[config.mk]
export PLATFORM = sky130hd
export DESIGN_NAME = regfile_sequencer
export DESIGN_NICKNAME = d
export VERILOG_FILES = /design/src/rtl/regfile_sequencer.sv
export SDC_FILE = /design/constraint.sdc
export NUM_CORES = 1
export LEC_CHECK = 0
export ABC_AREA = 1
export ABC_CLOCK_PERIOD_IN_PS = 5800
export CAP_MARGIN = 25
export CORE_UTILIZATION = 40
export DETAILED_ROUTE_END_ITERATION = 8
export PLACE_DENSITY = 0.71
export SETUP_SLACK_MARGIN = 0.02
export SLEW_MARGIN = 20
export SYNTH_ARGS = -nofsm -noshare
export SYNTH_HDL_FRONTEND = slang
export SYNTH_SLANG_ARGS = --single-unit
[constraint.sdc]
create_clock -name clk -period 5.8 [get_ports clk]
set_clock_uncertainty 0.1 [all_clocks]
set_input_delay 1.74 -clock clk [delete_from_list [all_inputs] [get_ports clk]]
set_output_delay 1.74 -clock clk [all_outputs]
set_load 0.01 [all_outputs]
[src/rtl/regfile_sequencer.sv]
// regfile_sequencer
//   Initiator side of a 2-read/1-write register-file port. Takes one
//   instruction per handshake, reads its two source registers, computes the
//   ALU result and writes it back, then reports the retirement.
//
//   Handshake: an instruction transfers on a rising edge where
//   in_valid && in_ready. in_ready is high only in IDLE; the source holds
//   in_valid/in_instr/in_imm stable until that edge. out_valid is a
//   one-cycle pulse with no back-pressure.
//
//   Ports
//     clk, rst              clock (rising edge), async active-low reset
//     in_valid, in_ready    instruction handshake
//     in_instr              {op[2:0], rd, rs1, rs2}
//     in_imm                immediate for LDI, sampled at accept
//     rf_r1, rf_r2          read ids to the register file
//     rf_v1, rf_v2          read data (registered, 1-cycle latency)
//     rf_w1, rf_w           write id (MSB=1 disables) and write data
//     out_valid/rd/result   retirement pulse, destination, result
//     dbg_state             current FSM state (IDLE=0, READ=1, EXEC=2)
//     flag_z, flag_c        zero / carry-borrow flags, only when the
//                           STATUS_FLAGS_EN macro is defined
module regfile_sequencer #(
    parameter int N = 32,
    parameter int M = 2
) (
    input  logic             clk,
    input  logic             rst,
    input  logic             in_valid,
    output logic             in_ready,
    input  logic [3+3*M-1:0] in_instr,
    input  logic [N-1:0]     in_imm,
    output logic [M-1:0]     rf_r1,
    output logic [M-1:0]     rf_r2,
    input  logic [N-1:0]     rf_v1,
    input  logic [N-1:0]     rf_v2,
    output logic [M:0]       rf_w1,
    output logic [N-1:0]     rf_w,
    output logic             out_valid,
    output logic [M-1:0]     out_rd,
    output logic [N-1:0]     out_result,
`ifdef STATUS_FLAGS_EN
    output logic             flag_z,
    output logic             flag_c,
`endif
    output logic [1:0]       dbg_state
);

    typedef enum logic [1:0] {
        IDLE = 2'd0,
        READ = 2'd1,
        EXEC = 2'd2
    } state_t;

    localparam logic [2:0] OP_NOP = 3'b000;
    localparam logic [2:0] OP_MOV = 3'b001;
    localparam logic [2:0] OP_ADD = 3'b010;
    localparam logic [2:0] OP_SUB = 3'b011;
    localparam logic [2:0] OP_AND = 3'b100;
    localparam logic [2:0] OP_OR  = 3'b101;
    localparam logic [2:0] OP_XOR = 3'b110;
    localparam logic [2:0] OP_LDI = 3'b111;

    state_t              state, state_nxt;
    logic [3+3*M-1:0]    instr_q;
    logic [N-1:0]        imm_q;
    logic [2:0]          op;
    logic [M-1:0]        rd, rs1, rs2;
    logic [N-1:0]        result;
    logic [N-1:0]        add_sum;

    assign op  = instr_q[3+3*M-1 -: 3];
    assign rd  = instr_q[3*M-1 -: M];
    assign rs1 = instr_q[2*M-1 -: M];
    assign rs2 = instr_q[M-1:0];

    assign dbg_state = state;

`ifdef STATUS_FLAGS_EN
    logic [N:0] sum_ext;
    logic       add_carry;
    assign sum_ext   = {1'b0, rf_v1} + {1'b0, rf_v2};
    assign add_sum   = sum_ext[N-1:0];
    assign add_carry = sum_ext[N];
`else
    assign add_sum = rf_v1 + rf_v2;
`endif

    // State register and the instruction/immediate latch
    always_ff @(posedge clk or negedge rst) begin
        if (!rst) begin
            state   <= IDLE;
            instr_q <= '0;
            imm_q   <= '0;
        end else begin
            state <= state_nxt;
            if (state == IDLE && in_valid) begin
                instr_q <= in_instr;
                imm_q   <= in_imm;
            end
        end
    end

    // ALU; only meaningful while in EXEC
    always_comb begin
        result = '0;
        case (op)
            OP_NOP: result = '0;
            OP_MOV: result = rf_v1;
            OP_ADD: result = add_sum;
            OP_SUB: result = rf_v1 - rf_v2;
            OP_AND: result = rf_v1 & rf_v2;
            OP_OR:  result = rf_v1 | rf_v2;
            OP_XOR: result = rf_v1 ^ rf_v2;
            OP_LDI: result = imm_q;
            default: result = '0;
        endcase
    end

    // Read ids follow the latched instruction; they only matter in READ,
    // and the latch clears to zero on reset.
    assign rf_r1 = rs1;
    assign rf_r2 = rs2;

    // Next state and outputs
    always_comb begin
        state_nxt  = state;
        in_ready   = 1'b0;
        rf_w1      = {1'b1, {M{1'b0}}};
        rf_w       = '0;
        out_valid  = 1'b0;
        out_rd     = '0;
        out_result = '0;
        case (state)
            IDLE: begin
                in_ready = 1'b1;
                if (in_valid) state_nxt = READ;
            end
            READ: begin
                state_nxt = EXEC;
            end
            EXEC: begin
                state_nxt  = IDLE;
                // NOP retires but keeps the write disabled
                if (op != OP_NOP) rf_w1 = {1'b0, rd};
                rf_w       = result;
                out_valid  = 1'b1;
                out_rd     = rd;
                out_result = result;
            end
            default: state_nxt = IDLE;
        endcase
    end

`ifdef STATUS_FLAGS_EN
    // Flags retire with the instruction; NOP and LDI leave them alone
    always_ff @(posedge clk or negedge rst) begin
        if (!rst) begin
            flag_z <= 1'b0;
            flag_c <= 1'b0;
        end else if (state == EXEC && op != OP_NOP && op != OP_LDI) begin
            flag_z <= (result == '0);
            case (op)
                OP_ADD:  flag_c <= add_carry;
                OP_SUB:  flag_c <= (rf_v1 < rf_v2);
                default: flag_c <= 1'b0;
            endcase
        end
    end
`endif

endmodule

### After elaboration in Yosys (flattened, before gate mapping)

Cells that the tools add are included.

| cells by class | value |
|---|---|
| multiplexer cells | 9 |
| equal/unequal tests | 10 |
| bitwise operators | 3 |
| reductions and logical operators | 4 |
| add/sub/neg operators | 2 |

Operators by type and width:

| operator | count |
|---|---|
| $pmux W32 S8 | 1 |
| $add A32 B32 Y32 | 1 |
| $and A32 B32 Y32 | 1 |
| $mux W32 | 1 |
| $or A32 B32 Y32 | 1 |
| $sub A32 B32 Y32 | 1 |
| $xor A32 B32 Y32 | 1 |
| $eq A3 B3 Y1 const B | 4 |
| $eq A3 B2 Y1 const B | 2 |
| $mux W3 | 2 |
| $mux W2 | 2 |
| $pmux W2 S2 | 1 |
| $eq A3 B1 Y1 const B | 1 |
| $logic_not A3 Y1 | 1 |
| $reduce_bool A3 Y1 | 1 |
| $eq A2 B1 Y1 const B | 1 |
| $eq A2 B2 Y1 const B | 1 |
| $logic_not A2 Y1 | 1 |
| $mux W1 | 2 |
| $ne A2 B2 Y1 const B | 1 |
| $logic_and A1 B1 Y1 | 1 |

| storage, ports and cells | value |
|---|---|
| output and inout port bits | 77 |
| input bits | 108 |
| logic and storage cells | 31 |
| register bits after elaboration | 43 |

### Depth between registers and ports, before layout

Gate-level depths: netlist of the first run.

| logic depth | value |
|---|---|
| depth in word-level cells | 3 |
| depth in mapped cells | 24 |
| gate-level depth less buffers | 23 |

### Least setup slack after synthesis of the first run

OpenSTA, ideal clock, no wires.

| timing path | value |
|---|---|
| kind | input to output |
| start | input port rf_v2[1] |
| end | output port rf_w[26] |
| arrival | 4.413 ns |
| buffers on the path | 1 |
| setup slack | -0.453 ns |
| data required time | 3.960 ns |
| stages | 19 |
| cell sequence | inv_1 > ha_1 > nand3_2 > nor2_1 > nand2_1 > o21ai_2 > o21ai_2 > o21bai_1 > xor2_1 > ha_1 > nand2_1 > nor2_1 > nand2_1 > nor4_1 > nand2_1 > nand3_1 > nand3_1 > a21oi_1 > buf_4 |

| on the way | value |
|---|---|
| word-level cells in the longest chain between the ends | 3 |
| elaborated cells between the ends (all ways) | 4 |
| those cells by class | add/sub: 2; mux: 2 |

Ends and longest elaborated chain:

| item | line | text |
|---|---|---|
| from (decl) | 36 | `input logic [N-1:0] rf_v2,` |
| $sub A32 B32 Y32 or $add A32 B32 Y32 (tied branches) | 111, 86 |  |
| $pmux W32 S8 (*) | 107 | `case (op)` |
| $mux W32 (*) | - |  |
| to (decl) | 38 | `output logic [N-1:0] rf_w,` |

Mark *: on every way between the ends. The rest lies on a longest branch, timed or not.

### Worst setup path after layout of the first run

| timing path | value |
|---|---|
| start | input port rf_v2[1] |
| end | output port rf_w[25] |

| on the way | value |
|---|---|
| word-level cells in the longest chain between the ends | 3 |
| elaborated cells between the ends (all ways) | 4 |
| those cells by class | add/sub: 2; mux: 2 |

Ends and longest elaborated chain:

| item | line | text |
|---|---|---|
| $sub A32 B32 Y32 or $add A32 B32 Y32 (tied branches) | 111, 86 |  |
| $pmux W32 S8 (*) | 107 |  |
| $mux W32 (*) | 134 | `case (state)` |

Marked as above.

==> results_dict.tcl, run 1 <==
set metrics [dict create \
    min_period_over_period 1.12 \
    postSynth.topFlopCell "dfrtp_1" \
    tritoncts "built" \
    final_core_util 0.724 \
    post_synth_num_cell_types 37 \
    final-hold-violation-count 0 \
    total_leakage_power_nw 6.67 \
    first_pass_iters 6 \
    drt-vias-per-instance 5.43 \
    place.gp.congestion 0.971 \
    worst_slack_ps -711 \
    clk_pin_slew_worst_paths_ps 60 \
    die_h_um 138 \
    timing.rr.start "dbg_state[1]$_DFFE_PN0P_" \
    max_cap_violations 0 \
    dieArea_um2 19000 \
    rsz0062_at_grt "true" \
    rows 49 \
    crit_type "in2out" \
    cts-buffers-inserted 5 \
    critPathArrivalTime_ps 4670 \
    tightest_slew_margin_relative_to_the_limit 0.519 \
    whs_ps 380 \
    floorplan.initialDensity 0.411 \
    most-common-layout-cells "buf_4, nand2_1, inv_1" \
    post-route-drc-count 0 \
    cp_data_required_time_ps 3960 \
    synth.ff_latch_count 43 \
    yosysSeqAreaShare 0.145 \
    cts_buffer_depth 2 \
    global_route.overflow_total 0 \
    peakVddDrop_v 0.000257 \
    die_w_um 138 \
    number_of_instances_in_the_synthesized_netlist 1233 \
    dpl.hpwl_um 23800 \
    max_freq_mhz 154 \
    fin_nets 1843 \
    worst_hold_startpoint "imm_q[4]$_DFFE_PN0P_" \
    post_synth_instance_area_um2 7400 \
    grt_pass1_wl_um 48700 \
    port-buffer-count 184 \
    detail-route-antenna-nets 0 \
    cellPowerDensity_nw_per_um2 223 \
    hp-class "reg2reg" \
    worst_setup_ep_type "output pin" \
    syn_nets 1438 \
    yosys_warnings 0 \
    critical_path.startpoint "rf_v2[1]" \
    mostFrequentLayoutCell "buf_4" \
    worst_pin_slew_ps 722 \
    share_of_layout_cells_above_drive_strength_1 0.450 \
    grt_antenna_before_repair 0 \
    later_pin_clock_latency_in_the_skew_report_ps 290 \
    report.final.setup_viol 55 \
    area_delta_synth_final_pct 76.4 \
    via_count 10100 \
    htree_levels 2 \
    outcome "finished with violations" \
    synth_enable_flop_cells 0 \
    post-route-min-period_ps 6510 \
    track_usage 0.318 \
    n_antenna_cell 0 \
    startpoint_type "input port" \
    io_pins 185 \
    n_fill_cell 1429 \
    postSynth.asyncResetShare 1.00 \
    post_drt_wl_per_cell_um 18.0 \
    synth_area_per_cell_um2 6.00 \
    drt-initial-drc-count 864 \
    cp_max_fo 4 \
    grt_start_max_net_pins 66 \
    failing_checks "negative setup slack" \
    first_global_vias 9225 \
    numClockSinks 43 \
    placeable_core_region_um2 18000 \
    maxSlewViolCount 0 \
    finalWirelength_um 33700 \
    cts_root_buf "clkbuf_16" \
]
-- logic make-up (layout without fill, tap and decap cells) --
group | Yosys count | count (layout) | share of synthesized area
AND/OR/NAND/NOR | 589 | 589 | 0.334
buffers and inverters | 278 | 684 | 0.161
AO/OA/AOI/OAI | 196 | 196 | 0.159
adder cells (fa/ha/maj) | 97 | 97 | 0.165
flip-flops | 43 | 43 | 0.145
XOR/XNOR | 30 | 30 | 0.0355
-- area by class of cell --
type | instances | area [um2] | share of cell area
clock buffers | 5 | 125 | 0.00958
flip-flops and latches | 43 | 1080 | 0.0825
well taps | 229 | 287 | 0.0219
multi-input cells | 912 | 6850 | 0.525
repair buffers | 472 | 3870 | 0.296
clock inverters | 3 | 47.5 | 0.00364
inverters | 204 | 798 | 0.0611
-- registers in the layout (all words and copies together), names as in the netlist --
name,count
imm_q,32
instr_q,9
dbg_state,2
-- through the flow --
stage | TNS (ps) | power [mW] | cell area, um2 | std cells | setup slack [ps]
floorplan | -1660 | 1.29 | 7570 | 1233 | -206
global placement | -75350 | 2.01 | 10900 | 1795 | -1650
detailed placement | -77090 | 2.03 | 10900 | 1795 | -1600
CTS | -24620 | 2.60 | 12100 | 1839 | -672
global route | -33570 | 3.08 | 13100 | 1868 | -853
finish | -27120 | 2.91 | 13100 | 1868 | -711
-- synth_stat cells, types with 4 or more instances --
cell      instances  area, um2
inv_1           201        754
o21ai_0          71        355
a21oi_1          58        290
a32oi_1           5       43.8
dfrtp_1          43       1080
o21bai_1          5       37.5
a32o_1            8       80.1
nand3b_1         10       75.1
or2_2             7       43.8
nor4_1            4       25.0
nand3_1          86        430
xor2_1           30        263
ha_1             96       1200
nand4_1          12       75.1
clkbuf_1         21       78.8
buf_1             5       18.8
nor3_1           15       75.1
nor2_1           97        364
o22ai_1          18        113
buf_2            12       60.1
a311oi_1         16        140
nand2_1         352       1320
buf_4            36        270
-- critical path: stages --
cell and delay (ps):
buf_12 120, inv_16 50, ha_4 140, nand3_4 90
nor2_4 130, nand2_4 80, buf_6 140, nor4_4 270
nor2_1 110, xor2_1 340, ha_4 300, nand2_4 100
inv_2 40, nand2_2 70, nand3_2 70, o21bai_1 160
nor2_1 140, nand2_1 70, nand2_1 80, nand3_2 80
a21oi_2 200, buf_2 160
-- repair_timing --
item                                    CTS  global route
endpoints found under the setup margin   62            62
pin swaps                               116           149
hold buffers                              0             0
cloned                                    0             0
setup buffers                            38            31
gates resized for setup                 536           241
-- worst paths after layout --
path                                           to  slack (ps)  cells after the start
setup / recovery                         rf_w[25]        -710                     22
hold / removal               imm_q[4]$_DFFE_PN0P_         380                      2
setup reg to reg             imm_q[0]$_DFFE_PN0P_        3960                      7
hold reg to reg              imm_q[4]$_DFFE_PN0P_         380                      2
max in group asynchronous  instr_q[8]$_DFFE_PN0P_        3940                      2
min in group asynchronous   imm_q[23]$_DFFE_PN0P_        1200                      1
-- power by group --
group          internal (mW)  total, mW  switching, mW
clock network          0.205      0.329          0.123
logic                  0.939       2.17           1.23
registers              0.370      0.416         0.0459
-- layer usage --
layer | vias up | part of all wire | GRT usage
li1 | 4764 | - | -
met5 | - | 0 | 0
met4 | 0 | 0.045 | 0.116
met2 | 532 | 0.45 | 0.514
met1 | 4746 | 0.42 | 0.439
met3 | 102 | 0.081 | 0.0305
(Power assumes the default switching activity.)
==> run 2: changes to the inputs <==
ABC_CLOCK_PERIOD_IN_PS = 8200   (was 5800)
MAX_ROUTING_LAYER = met4   (was not set)
PLACE_DENSITY = 0.68   (was 0.71)
clock period = 8.2 ns   (was 5.8 ns; I/O delays follow)
==> run 2 against run 1 <==
Compared with the run above:
- the flow now finishes without violations
- utilization is 11 points lower
- flip-flop and latch count unchanged
- clock power down 38%
- wire length is 14% lower
- critical path type unchanged
- largest cell class unchanged
- highest routed layer unchanged
==> results_dict.tcl, run 2 (same netlist as run 1, synthesis figures left out) <==
set metrics [dict create \
    outcome "finished clean" \
    critical_path.startpoint "rf_v2[19]" \
    cts-buffers-inserted 5 \
    dpl_cell_area_um2 10400 \
    maxSlewViolCount 0 \
    min_period_over_period 0.981 \
    power.switching_fraction 0.481 \
    drt-initial-drc-count 808 \
    n_fill_cell 1769 \
    finalPower_mw 1.67 \
    cts_buffer_depth 2 \
    finalSetupTns_ps 0 \
    share_of_layout_cells_above_drive_strength_1 0.243 \
    max_freq_mhz 124 \
    cp_data_required_time_ps 5640 \
    timing.reg2reg.setup_slack_ps 5840 \
    p_comb_frac 0.701 \
    cts_root_buf "clkbuf_16" \
    cellInternalPower_mw 0.866 \
    worst_path_largest_cell_delay_ps 480 \
    dpl.hpwl_um 23200 \
    placeable_core_region_um2 18000 \
    numClockSinks 43 \
    global_route.overflow_total 0 \
    cellPowerDensity_nw_per_um2 150 \
    worst_path_max_delay_cell "clkdlybuf4s50_1" \
    die_h_um 138 \
    n_antenna_cell 0 \
    io_pins 185 \
    regMostFlops "imm_q" \
    final_core_util 0.616 \
    first_pass_iters 5 \
    detail-route-antenna-nets 0 \
    fin_area_um2 11100 \
    port-buffer-count 184 \
    report.final.setup_viol 0 \
    largest_reg_flops 32 \
    path_cells "clkdlybuf4s50_1, buf_4, nor2_1, nand2_1, inv_1, nand3_1, o21ai_1, xor2_1, ha_1, nand2_2, nor2_2, nand2_1, buf_4, nor2_1, nor2_2, nand3_2, nand3_2, a21oi_2, buf_2" \
    grt_pass1_wl_um 44900 \
    via_count 9140 \
    rsz0062_at_grt "true" \
    area_delta_synth_final_pct 49.9 \
    peakVddDrop_v 0.000198 \
    tritoncts "built" \
    htree_levels 2 \
    total_leakage_power_nw 5.93 \
    most-common-layout-cells "nand2_1, inv_1, buf_4" \
    power_switching_mw 0.803 \
    later_pin_clock_latency_in_the_skew_report_ps 290 \
    clk_pin_slew_worst_paths_ps 60 \
    grt_start_max_net_pins 66 \
    timing.rr.start "dbg_state[1]$_DFFE_PN0P_" \
    worst_pin_slew_ps 1080 \
    mostFrequentLayoutCell "nand2_1" \
    final-hold-violation-count 0 \
    die_w_um 138 \
    count_of_cells_along_the_worst_register_to_register_path 6 \
    post_drt_wl_per_cell_um 16.4 \
    post-route-drc-count 0 \
    tightest_slew_margin_relative_to_the_limit 0.278 \
    clock_power_share 0.123 \
    hp-class "reg2reg" \
    critPathArrivalTime_ps 5490 \
    rows 49 \
    floorplan.initialDensity 0.411 \
    dieArea_um2 19000 \
    grt_antenna_before_repair 0 \
    startpoint_type "input port" \
    max_cap_violations 0 \
    worst_setup_ep_type "output pin" \
    place.gp.congestion 0.998 \
    crit_end "rf_w[26]" \
    power.share.sequential 0.176 \
    track_usage 0.305 \
    crit_type "in2out" \
    finalWirelength_um 29100 \
    cts_stage_hold_buffer_count 0 \
    first_global_vias 8531 \
    critical_path.reg2reg.endpoint "imm_q[26]$_DFFE_PN0P_" \
    drt-vias-per-instance 5.16 \
    post-route-min-period_ps 8050 \
    fin_nets 1746 \
    cp_max_fo 4 \
]
==> run 2: area by class of cell <==
type / instances / area (um2) / share of cell area
sequential: 43 / 1080 / 0.0971
tap: 229 / 287 / 0.0258
inverter: 204 / 766 / 0.0690
timing repair buffer: 375 / 3120 / 0.281
clock inverter: 2 / 16.3 / 0.00147
clock buffer: 6 / 139 / 0.0125
multi-input combinational: 912 / 5690 / 0.513
==> run 2: how the worst min path moves through the flow <==
| stage | from | endpoint | depth (start not counted) |
|---|---|---|---|
| 2_1_floorplan | imm_q[11]$_DFFE_PN0P_ | imm_q[11]$_DFFE_PN0P_ | 2 |
| 3_3_place_gp | imm_q[10]$_DFFE_PN0P_ | imm_q[10]$_DFFE_PN0P_ | 2 |
| 3_5_place_dp | dbg_state[1]$_DFFE_PN0P_ | dbg_state[1]$_DFFE_PN0P_ | 1 |
| 4_1_cts | imm_q[17]$_DFFE_PN0P_ | imm_q[17]$_DFFE_PN0P_ | 2 |
| 5_1_grt | dbg_state[1]$_DFFE_PN0P_ | dbg_state[1]$_DFFE_PN0P_ | 1 |
| 6_report | dbg_state[1]$_DFFE_PN0P_ | dbg_state[1]$_DFFE_PN0P_ | 1 |
==> run 2: critical path, delay by kind of cell <==
family	cells	cell delay (ps)
AND/OR/NAND/NOR	10	1040
adder cells (fa/ha/maj)	1	440
XOR/XNOR	1	120
buffers and inverters	5	1040
AO/OA/AOI/OAI	2	390
==> run 2: power by group through the flow <==
stage	logic [mW]	registers, mW	clock network [mW]
floorplan	0.610	0.283	0
global placement	1.07	0.295	0
detailed placement	1.08	0.296	0
CTS	1.10	0.293	0.210
global route	1.28	0.298	0.219
finish	1.17	0.294	0.205
==> run 2: repair_timing <==
| item | CTS | global route |
|---|---|---|
| pin swaps | 24 | 53 |
| endpoints found under the setup margin | 55 | 56 |
| setup buffers | 8 | 9 |
| gates resized for setup | 161 | 146 |
==> run 2: metal layers <==
metal / vias up / share of wire / global-route usage
met5: - / 0 / -
met4: 0 / 0.019 / 0.0758
met3: 42 / 0.062 / 0.0208
met2: 355 / 0.45 / 0.482
met1: 4178 / 0.46 / 0.422
li1: 4565 / - / -
==> run 2: metrics by stage <==
stage | setup WS [ps] | cells | hold WS [ps]
finish | 153 | 1771 | 387
global route | -9.73 | 1771 | 408
CTS | -45.0 | 1762 | 389
detailed placement | -726 | 1746 | 368
global placement | -756 | 1746 | 363
floorplan | 507 | 1233 | 349
